==> config.mk <==
export PLATFORM = sky130hd
export DESIGN_NAME = external_interrupt_controller
export DESIGN_NICKNAME = d
export VERILOG_FILES = /design/src/rtl/external_interrupt_controller_pkg.sv /design/src/rtl/external_interrupt_controller_irq_edge_sync.sv /design/src/rtl/external_interrupt_controller.sv
export SDC_FILE = /design/constraint.sdc
export NUM_CORES = 1
export LEC_CHECK = 0
export ABC_AREA = 1
export BUFFER_PORTS_ARGS = -buffer_cell sky130_fd_sc_hd__buf_4
export CAP_MARGIN = 5
export CORE_UTILIZATION = 45
export DETAILED_ROUTE_END_ITERATION = 7
export PLACE_DENSITY = 0.72
export REMOVE_ABC_BUFFERS = 1
export SLEW_MARGIN = 20
export SYNTH_ARGS = -nofsm -noshare
export SYNTH_HDL_FRONTEND = slang
export SYNTH_SLANG_ARGS = --single-unit
==> constraint.sdc <==
create_clock -name Sys_Clock -period 4.92 [get_ports Sys_Clock]
set_input_delay 0.246 -clock Sys_Clock [delete_from_list [all_inputs] [get_ports Sys_Clock]]
set_output_delay 0.246 -clock Sys_Clock [all_outputs]
set_load 0.05 [all_outputs]
==> src/rtl/external_interrupt_controller_pkg.sv <==
// Shared register offsets, FSM encoding and field positions for the external interrupt controller.
package external_interrupt_controller_pkg;

    localparam int unsigned EIC_IDX_W  = 5;
    localparam int unsigned EIC_OFFS_W = 3;

    localparam logic [EIC_OFFS_W-1:0] EIC_REG_PEND   = 3'd0;
    localparam logic [EIC_OFFS_W-1:0] EIC_REG_MASK   = 3'd1;
    localparam logic [EIC_OFFS_W-1:0] EIC_REG_PRIO   = 3'd2;
    localparam logic [EIC_OFFS_W-1:0] EIC_REG_ACTIVE = 3'd3;
    localparam logic [EIC_OFFS_W-1:0] EIC_REG_EOI    = 3'd4;
    localparam logic [EIC_OFFS_W-1:0] EIC_REG_SWSET  = 3'd5;

    localparam int unsigned EIC_ACTIVE_VALID = 31;

    typedef enum logic [1:0] {
        EIC_S_IDLE    = 2'd0,
        EIC_S_REQ     = 2'd1,
        EIC_S_SERVICE = 2'd2
    } eicState_t;

endpackage

==> src/rtl/external_interrupt_controller_irq_edge_sync.sv <==
// Per-source 2-flop synchronizer with a rising-edge pulse on the synchronized value.
module irq_edge_sync (
    input  logic clk,
    input  logic rst,
    input  logic irqLine,
    output logic riseEdge_c
);

    logic sync1;
    logic sync2;
    logic prev;

    always_ff @(posedge clk or posedge rst) begin
        if (rst) begin
            sync1 <= 1'b0;
            sync2 <= 1'b0;
            prev  <= 1'b0;
        end else begin
            sync1 <= irqLine;
            sync2 <= sync1;
            prev  <= sync2;
        end
    end

    assign riseEdge_c = sync2 & ~prev;

endmodule

==> src/rtl/external_interrupt_controller.sv <==
// Memory-mapped external interrupt controller: edge capture, two-class priority
// arbitration and a request/service handshake with the core.
module external_interrupt_controller
    import external_interrupt_controller_pkg::*;
#(
    parameter int unsigned NUM_SRC   = 8,
    parameter logic [29:0] BASE_ADDR = 30'h3FFF_FF00
) (
    input  logic               Sys_Clock,
    input  logic               Sys_Reset,
    input  logic [NUM_SRC-1:0] Src_Irq,
    input  logic               IO_EnR,
    input  logic               IO_EnW,
    input  logic [29:0]        IO_Address,
    input  logic [31:0]        IO_DataW,
    output logic [31:0]        IO_DataR,
    output logic               EIC_IntReq,
    output logic               EIC_IntId,
    input  logic               EIC_IntAck
);

    logic [NUM_SRC-1:0]   srcEdge;
    logic [NUM_SRC-1:0]   pend;
    logic [NUM_SRC-1:0]   mask;
    logic [NUM_SRC-1:0]   prio;
    logic [NUM_SRC-1:0]   pendNext;
    logic [NUM_SRC-1:0]   ackClr;
    logic [NUM_SRC-1:0]   w1cClr;
    logic [NUM_SRC-1:0]   swSet;
    logic [NUM_SRC-1:0]   candHi;
    logic [NUM_SRC-1:0]   candLo;
    logic [NUM_SRC-1:0]   cand;
    logic [31:0]          pendWide;
    logic [31:0]          maskWide;
    logic [31:0]          activeWord;
    logic [31:0]          readWord;
    logic [29:0]          offsFull;
    logic [EIC_OFFS_W-1:0] offs;
    logic                 hit;
    logic                 wrEoi;
    logic [EIC_IDX_W-1:0] selIdx;
    logic                 selCls;
    logic                 anyCand;
    logic [EIC_IDX_W-1:0] winIdx;
    logic                 winCls;
    logic                 activeValid;
    logic [EIC_IDX_W-1:0] activeIdx;
    logic                 latchWin;
    logic                 ackTake;
    logic                 eoiTake;
    eicState_t            state;
    eicState_t            stateNext;
    logic                 unusedOk;

    for (genvar g = 0; g < NUM_SRC; g++) begin : gSync
        irq_edge_sync uSync (
            .clk       (Sys_Clock),
            .rst       (Sys_Reset),
            .irqLine   (Src_Irq[g]),
            .riseEdge_c(srcEdge[g])
        );
    end

    assign offsFull = IO_Address - BASE_ADDR;
    assign hit      = (offsFull[29:EIC_OFFS_W] == '0);
    assign offs     = offsFull[EIC_OFFS_W-1:0];
    assign wrEoi    = IO_EnW & hit & (offs == EIC_REG_EOI);
    assign unusedOk = ^IO_DataW;

    assign pendWide = 32'(pend);
    assign maskWide = 32'(mask);

    // Class 1 beats class 0; within the chosen class the lowest index wins.
    always_comb begin
        candHi  = pend & mask & prio;
        candLo  = pend & mask & ~prio;
        anyCand = |(pend & mask);
        selCls  = |candHi;
        cand    = selCls ? candHi : candLo;
        selIdx  = '0;
        for (int i = int'(NUM_SRC) - 1; i >= 0; i--) begin
            if (cand[i]) selIdx = EIC_IDX_W'(i);
        end
    end

    always_ff @(posedge Sys_Clock or posedge Sys_Reset) begin
        if (Sys_Reset) state <= EIC_S_IDLE;
        else           state <= stateNext;
    end

    always_comb begin
        stateNext = state;
        latchWin  = 1'b0;
        ackTake   = 1'b0;
        eoiTake   = 1'b0;
        case (state)
            EIC_S_IDLE: begin
                if (anyCand) begin
                    stateNext = EIC_S_REQ;
                    latchWin  = 1'b1;
                end
            end
            EIC_S_REQ: begin
                if (EIC_IntAck) begin
                    stateNext = EIC_S_SERVICE;
                    ackTake   = 1'b1;
                end else if (!pendWide[winIdx] || !maskWide[winIdx]) begin
                    stateNext = EIC_S_IDLE;
                end
            end
            EIC_S_SERVICE: begin
                if (wrEoi) begin
                    stateNext = EIC_S_IDLE;
                    eoiTake   = 1'b1;
                end
            end
            default: stateNext = EIC_S_IDLE;
        endcase
    end

    // Sets (edge or SWSET) override a same-cycle clear of the same bit.
    always_comb begin
        w1cClr   = (IO_EnW && hit && offs == EIC_REG_PEND)  ? IO_DataW[NUM_SRC-1:0] : '0;
        swSet    = (IO_EnW && hit && offs == EIC_REG_SWSET) ? IO_DataW[NUM_SRC-1:0] : '0;
        ackClr   = ackTake ? NUM_SRC'(32'd1 << winIdx) : '0;
        pendNext = (pend & ~(w1cClr | ackClr)) | srcEdge | swSet;
    end

    always_comb begin
        activeWord                   = '0;
        activeWord[EIC_ACTIVE_VALID] = activeValid;
        activeWord[EIC_IDX_W-1:0]    = activeIdx;
        case (offs)
            EIC_REG_PEND:   readWord = 32'(pend);
            EIC_REG_MASK:   readWord = 32'(mask);
            EIC_REG_PRIO:   readWord = 32'(prio);
            EIC_REG_ACTIVE: readWord = activeWord;
            default:        readWord = '0;
        endcase
    end

    always_ff @(posedge Sys_Clock or posedge Sys_Reset) begin
        if (Sys_Reset) begin
            pend        <= '0;
            mask        <= '0;
            prio        <= '0;
            winIdx      <= '0;
            winCls      <= 1'b0;
            activeValid <= 1'b0;
            activeIdx   <= '0;
            EIC_IntReq  <= 1'b0;
            EIC_IntId   <= 1'b0;
            IO_DataR    <= '0;
        end else begin
            pend <= pendNext;
            if (IO_EnW && hit && offs == EIC_REG_MASK) mask <= IO_DataW[NUM_SRC-1:0];
            if (IO_EnW && hit && offs == EIC_REG_PRIO) prio <= IO_DataW[NUM_SRC-1:0];
            if (latchWin) begin
                winIdx <= selIdx;
                winCls <= selCls;
            end
            if (ackTake) begin
                activeValid <= 1'b1;
                activeIdx   <= winIdx;
            end else if (eoiTake) begin
                activeValid <= 1'b0;
            end
            EIC_IntReq <= (stateNext == EIC_S_REQ);
            EIC_IntId  <= (stateNext == EIC_S_REQ) ? (latchWin ? selCls : winCls) : 1'b0;
            IO_DataR   <= (IO_EnR && hit) ? readWord : '0;
        end
    end

endmodule

# Word-level counts from Yosys, hierarchy flattened
# Cells that the tools add are included.
# W data, S select, Z words.
# word_totals
wordCells	121
inputBits	75
register_bits	96
# classes
n_mux	33
bitwise_logic	27
n_shift	1
order_cmp	1
n_eq_ne	8
addsub	1
n_reduce_logical	15
# op_table
cell	n
$pmux W32 S4	1
$mux W5	7
$and A8 B8 Y8	4
$mux W32	1
$mux W8	4
$sub A30 B30 Y30 const B	1
$logic_not A27 Y1	1
$or A8 B8 Y8	3
$not A8 Y8	2
$reduce_or A8 Y1	2
$mux W1	12
$and A1 B1 Y1	10
$bmux W1 S5	2
$mux W2	4
$not A1 Y1	8
$shl A1 B5 Y8 const A	1
$eq A3 B2 Y1 const B	2
$eq A3 B3 Y1 const B	2
$logic_and A1 B1 Y1	6
$lt A5 B6 Y1 const B	1
$pmux W2 S3	1
$eq A2 B1 Y1 const B	2
$eq A3 B1 Y1 const B	1
$logic_not A3 Y1	1
6 further kinds	7

# Depth between registers and ports, before layout
# logic_depth
ltp_word	12
depth_mapped	16
ltp_nobuf	16

# Modules after synthesis
# A second synthesis with hierarchy kept.
# unflattened
hier_cells	559
hier_area_um2	4105.2
# by_module_without_submodules
mod	seq_area_each_um2	cells_each	area_per_inst_um2	instances
external_interrupt_controller	1126.1	511	3394.5	1
irq_edge_sync	75.1	6	88.8	8

# Least setup slack after synthesis
# OpenSTA, ideal clock, no wires.
# synth_timing
path_type	input-to-reg
startpoint	input port IO_Address[8]
endpoint	register prio[7]
arrival_time_ns	1.790
setup_ns	0.119
slack_ns	3.011
cell_stages	13
n_path_buf	1
required_ns	4.801
path_cell_list	ha_1 > nand2_2 > nor2_4 > nand3_1 > o21ai_1 > nand2_1 > nor2_1 > nand3_2 > nor2_8 > nand3_4 > buf_6 > nand2_1 > o21ai_2
# synth_between
elab_chain_cells	4
# synth_rtl
element	line	source
from (decl)	external_interrupt_controller.sv:14	input logic [29:0] IO_Address,
$sub A30 B30 Y30	external_interrupt_controller.sv:64	assign offsFull = IO_Address - BASE_ADDR;
$logic_not A27 Y1	external_interrupt_controller.sv:65	assign hit = (offsFull[29:EIC_OFFS_W] == '0);
$logic_and A1 B1 Y1 (2 in a row)	external_interrupt_controller.sv:157	if (IO_EnW && hit && offs == EIC_REG_PRIO) prio <= IO_DataW[NUM_SRC-1:0];
to (signal assigned)	external_interrupt_controller.sv:157	
to (decl)	external_interrupt_controller.sv:25	logic [NUM_SRC-1:0] prio;
# No other way between the ends.
# A chain may end at the register's enable or synchronous reset.

# Worst setup path in the final report
# layout_timing
startpoint	input port IO_Address[8]
endpoint	register mask[3]
# layout_between
elab_chain_cells	4
# layout_rtl
element	line	source
$sub A30 B30 Y30	external_interrupt_controller.sv:64	
$logic_not A27 Y1	external_interrupt_controller.sv:65	
$logic_and A1 B1 Y1 (2 in a row)	external_interrupt_controller.sv:156	if (IO_EnW && hit && offs == EIC_REG_MASK) mask <= IO_DataW[NUM_SRC-1:0];
to (signal assigned)	external_interrupt_controller.sv:156	
to (decl)	external_interrupt_controller.sv:24	logic [NUM_SRC-1:0] mask;
# No other way between the ends.

==> reports/qor.yml <==
status:
  run_status: "finished, violations left"
  violations_in_the_final_reports: "DRC"
placement:
  dpl-instance-area_mm2: 0.00460
  placement.io_buffers: 61
  finalWeightedCongestion: 0.901
  dpl.hpwl_mm: 7.27
worst_setup_path:
  cp-startpoint: "IO_Address[8]"
  worstSetupEndpointType: "flip-flop"
  setup.reg_to_reg.worst_slack_ns: 2.88
  crit_required_ns: 5.14
  worstSetupStartpointType: "primary input"
  crit_arrival_ns: 2.43
  crit-reg2reg-launch: "mask[5]$_DFFE_PP0P_"
  worst_r2r_endpoint: "winCls$_DFF_PP0_"
  worst-setup-path-type: "primary input to flip-flop"
  endpoint: "mask[3]$_DFFE_PP0P_"
  rr_worst_depth: 9
  cp_max_fo: 16
cts:
  tritoncts_clock_tree: "yes"
  hold_fix_buffers_at_cts: 6
  clock-sinks: 69
  cts_repair_resize_count: 0
  numCtsBuffers: 9
  cts-root-to-sink-buffers: 2
  clk-insertion-delay-late_ns: 0.34
  cts-root-buf: "sky130_fd_sc_hd__clkbuf_8"
  post-cts-setup-buffers: 0
  cts_max_level: 3
  cts.clk_slew.worst_paths_ns: 0.08
pwr:
  power-per-cell-area_mw_per_mm2: 251
  cellLeakagePower_nw: 2.58
  max-vdd-ir-drop_mv: 0.192
  power_w: 0.00123
floorplan:
  ioPinCount: 109
  die_area_mm2: 0.00959
  die_ht_um: 98.0
  core_area_mm2: 0.00881
  floorplan.rows: 34
  floorplan.initialDensity: 0.470
  die-width_um: 98.0
synth:
  avgSynthCellArea_um2: 7.19
  synth.largest_area_cell: "sky130_fd_sc_hd__dfrtp_1"
  fraction_of_the_yosys_area_taken_by_sequential_cells: 0.417
  largest_cells_by_area_after_synthesis: "sky130_fd_sc_hd__dfrtp_1 42%, sky130_fd_sc_hd__nand2_1 13%, sky130_fd_sc_hd__nor2_1 8.7%, sky130_fd_sc_hd__inv_1 8.5%, sky130_fd_sc_hd__buf_4 4.3%"
  synth_largest_type_area_fraction: 0.417
  synth-seq-cells: 69
  postSynthCellCount: 576
  synth_flop_cell: "sky130_fd_sc_hd__dfrtp_1"
  synth.cell_area_mm2: 0.00414
  synth_enable_flop_cells: 0
  yosys_warnings: 0
  synthArstFlopShare: 1.00
  synth.lib_cells_used.distinct: 33
grt:
  antenna_violations_before_repair: 0
  globalRoute.totalOverflow: 0
  grt_start_max_net_pins: 70
  vias_in_the_first_global_route: 3636
  grt_pass1_wl_mm: 16.2
  gr-usage-all-layers: 0.214
cells_and_area:
  diodes: 0
  layout.nets: 724
  most_common_library_cell_in_the_layout_ignoring_fill_and_taps: "sky130_fd_sc_hd__nand2_1"
  layout_common_cells: "142 x sky130_fd_sc_hd__nand2_1, 96 x sky130_fd_sc_hd__nor2_1, 93 x sky130_fd_sc_hd__inv_1"
  flow.area_growth_from_synthesis_pct: 18.2
  nFillCells: 815
  postLayoutCellArea_mm2: 0.00490
  drive_above_1_share: 0.173
  final_util: 0.556
route:
  ant_nets: 0
  route.vias.total: 3782
  drt_first_pass_iters: 7
  post-route-drc-count: 12
  post_drt_wl_per_cell_um: 12.8
  route.final.wire_length_mm: 9.74
  vias_per_cell: 4.98
  iteration_0_drc_count_of_the_detailed_router: 255
sta:
  final_max_slew_viol_count: 0
  timing.final.hold_violations: 0
  achievable-frequency_mhz: 453
  min_period_over_period: 0.449
  tightest_slew_ns: 1.00
  finalSetupViolCount: 0
  holdWs_ns: 0.146
  final.setup.tns_ns: 0
  rsz0062_at_grt: "no"
  skew_ns: 0.00841
  final.min_clock_period_ns: 2.21
  worst_slew_margin_rel: 0.328
flow_run:
  max_cap_viols: 0
worst_hold_path:
  min_path_type: "primary input to asynchronous set/reset pin"
[how the worst min path moves through the flow]
stage / start / to / slack (ns) / cells after the start
5_1_grt: IO_EnR / IO_DataR[31]$_DFF_PP0_ / 0.17 / 3
6_report: Sys_Reset / gSync[6].uSync.prev$_DFF_PP0_ / 0.15 / 3
4_1_cts: Src_Irq[0] / gSync[0].uSync.sync1$_DFF_PP0_ / 0.0007 / 1
3_5_place_dp: gSync[4].uSync.sync1$_DFF_PP0_ / gSync[4].uSync.sync2$_DFF_PP0_ / 0.34 / 0
2_1_floorplan: Src_Irq[0] / gSync[0].uSync.sync1$_DFF_PP0_ / 0.28 / 0
3_3_place_gp: gSync[5].uSync.sync1$_DFF_PP0_ / gSync[5].uSync.sync2$_DFF_PP0_ / 0.33 / 0
[layout make-up]
| cell class | instances | area (µm²) | share of cell area |
|---|---|---|---|
| clock buffer | 9 | 124 | 0.0253 |
| clock inverter | 6 | 87.6 | 0.0179 |
| inverter | 96 | 360 | 0.0736 |
| multi-input combinational | 402 | 1920 | 0.392 |
| sequential | 69 | 1730 | 0.353 |
| tap | 108 | 135 | 0.0276 |
| timing repair buffer | 70 | 546 | 0.111 |
[synthesized netlist by cell type, types with 3 or more instances]
| library cell | number |
|---|---|
| sky130_fd_sc_hd__inv_1 | 94 |
| sky130_fd_sc_hd__nor2_4 | 3 |
| sky130_fd_sc_hd__nand4_1 | 17 |
| sky130_fd_sc_hd__o22ai_1 | 14 |
| sky130_fd_sc_hd__clkbuf_1 | 5 |
| sky130_fd_sc_hd__a21oi_1 | 12 |
| sky130_fd_sc_hd__nor2_1 | 96 |
| sky130_fd_sc_hd__dfrtp_1 | 69 |
| sky130_fd_sc_hd__nand2_1 | 142 |
| sky130_fd_sc_hd__o21ai_1 | 4 |
| sky130_fd_sc_hd__buf_4 | 24 |
| sky130_fd_sc_hd__a221oi_1 | 7 |
| sky130_fd_sc_hd__nand2_2 | 7 |
| sky130_fd_sc_hd__nor3_1 | 6 |
| sky130_fd_sc_hd__nand3_1 | 21 |
| sky130_fd_sc_hd__o21ai_0 | 17 |
| sky130_fd_sc_hd__o21ai_2 | 16 |
[worst max-delay path, stage by stage]
cell and delay (ns):
sky130_fd_sc_hd__buf_4 0.10, sky130_fd_sc_hd__ha_1 0.23, sky130_fd_sc_hd__nand2_2 0.10, sky130_fd_sc_hd__nor2_4 0.20, sky130_fd_sc_hd__nand3_1 0.15, sky130_fd_sc_hd__nand2_1 0.09, sky130_fd_sc_hd__nand2_1 0.08, sky130_fd_sc_hd__nor2_1 0.10
sky130_fd_sc_hd__nand2_1 0.07, sky130_fd_sc_hd__nor2_1 0.15, sky130_fd_sc_hd__nand2_2 0.11, sky130_fd_sc_hd__nor2_8 0.25, sky130_fd_sc_hd__nand3_4 0.30, sky130_fd_sc_hd__nand2_1 0.19, sky130_fd_sc_hd__o21ai_2 0.07
[metal layers]
metal	track usage	wire length (µm)	vias to the layer above
li1	-	-	1913
met1	0.274	4440	1708
met2	0.358	4570	146
met3	0.0415	573	15
met4	0.0816	150	0
met5	0	0	-
[flip-flops by register name (all words and copies together) (netlist names), 2 cells and up]
signal	count
IO_DataR	9
gSync.uSync.prev	8
pend	8
winIdx	3
gSync.uSync.sync1	8
gSync.uSync.sync2	8
prio	8
mask	8
activeIdx	3
state	2
[power breakdown]
part	internal [W]	switching, W
clock	0.000283	0.000209
sequential	0.000578	0.00000366
combinational	0.0000485	0.000106
total	0.000909	0.000318
[stage by stage]
step / worst slack [ns] / std cells
floorplan: 2.93 / 567
global placement: 2.40 / 737
detailed placement: 2.36 / 737
CTS: 2.69 / 758
global route: 2.46 / 760
finish: 2.71 / 760
[cell families (layout without fill, tap and decap cells)]
family / count (synthesis) / after routing / synth area share
flops: 69 / 69 / 0.417
compound gates: 73 / 73 / 0.114
fa+ha+maj: 1 / 1 / 0.00302
simple gates: 304 / 304 / 0.322
buf+inv: 127 / 181 / 0.140
other cells: 1 / 23 / 0.000905
xor+xnor: 1 / 1 / 0.00211
Power figures use the tool's default switching activity.
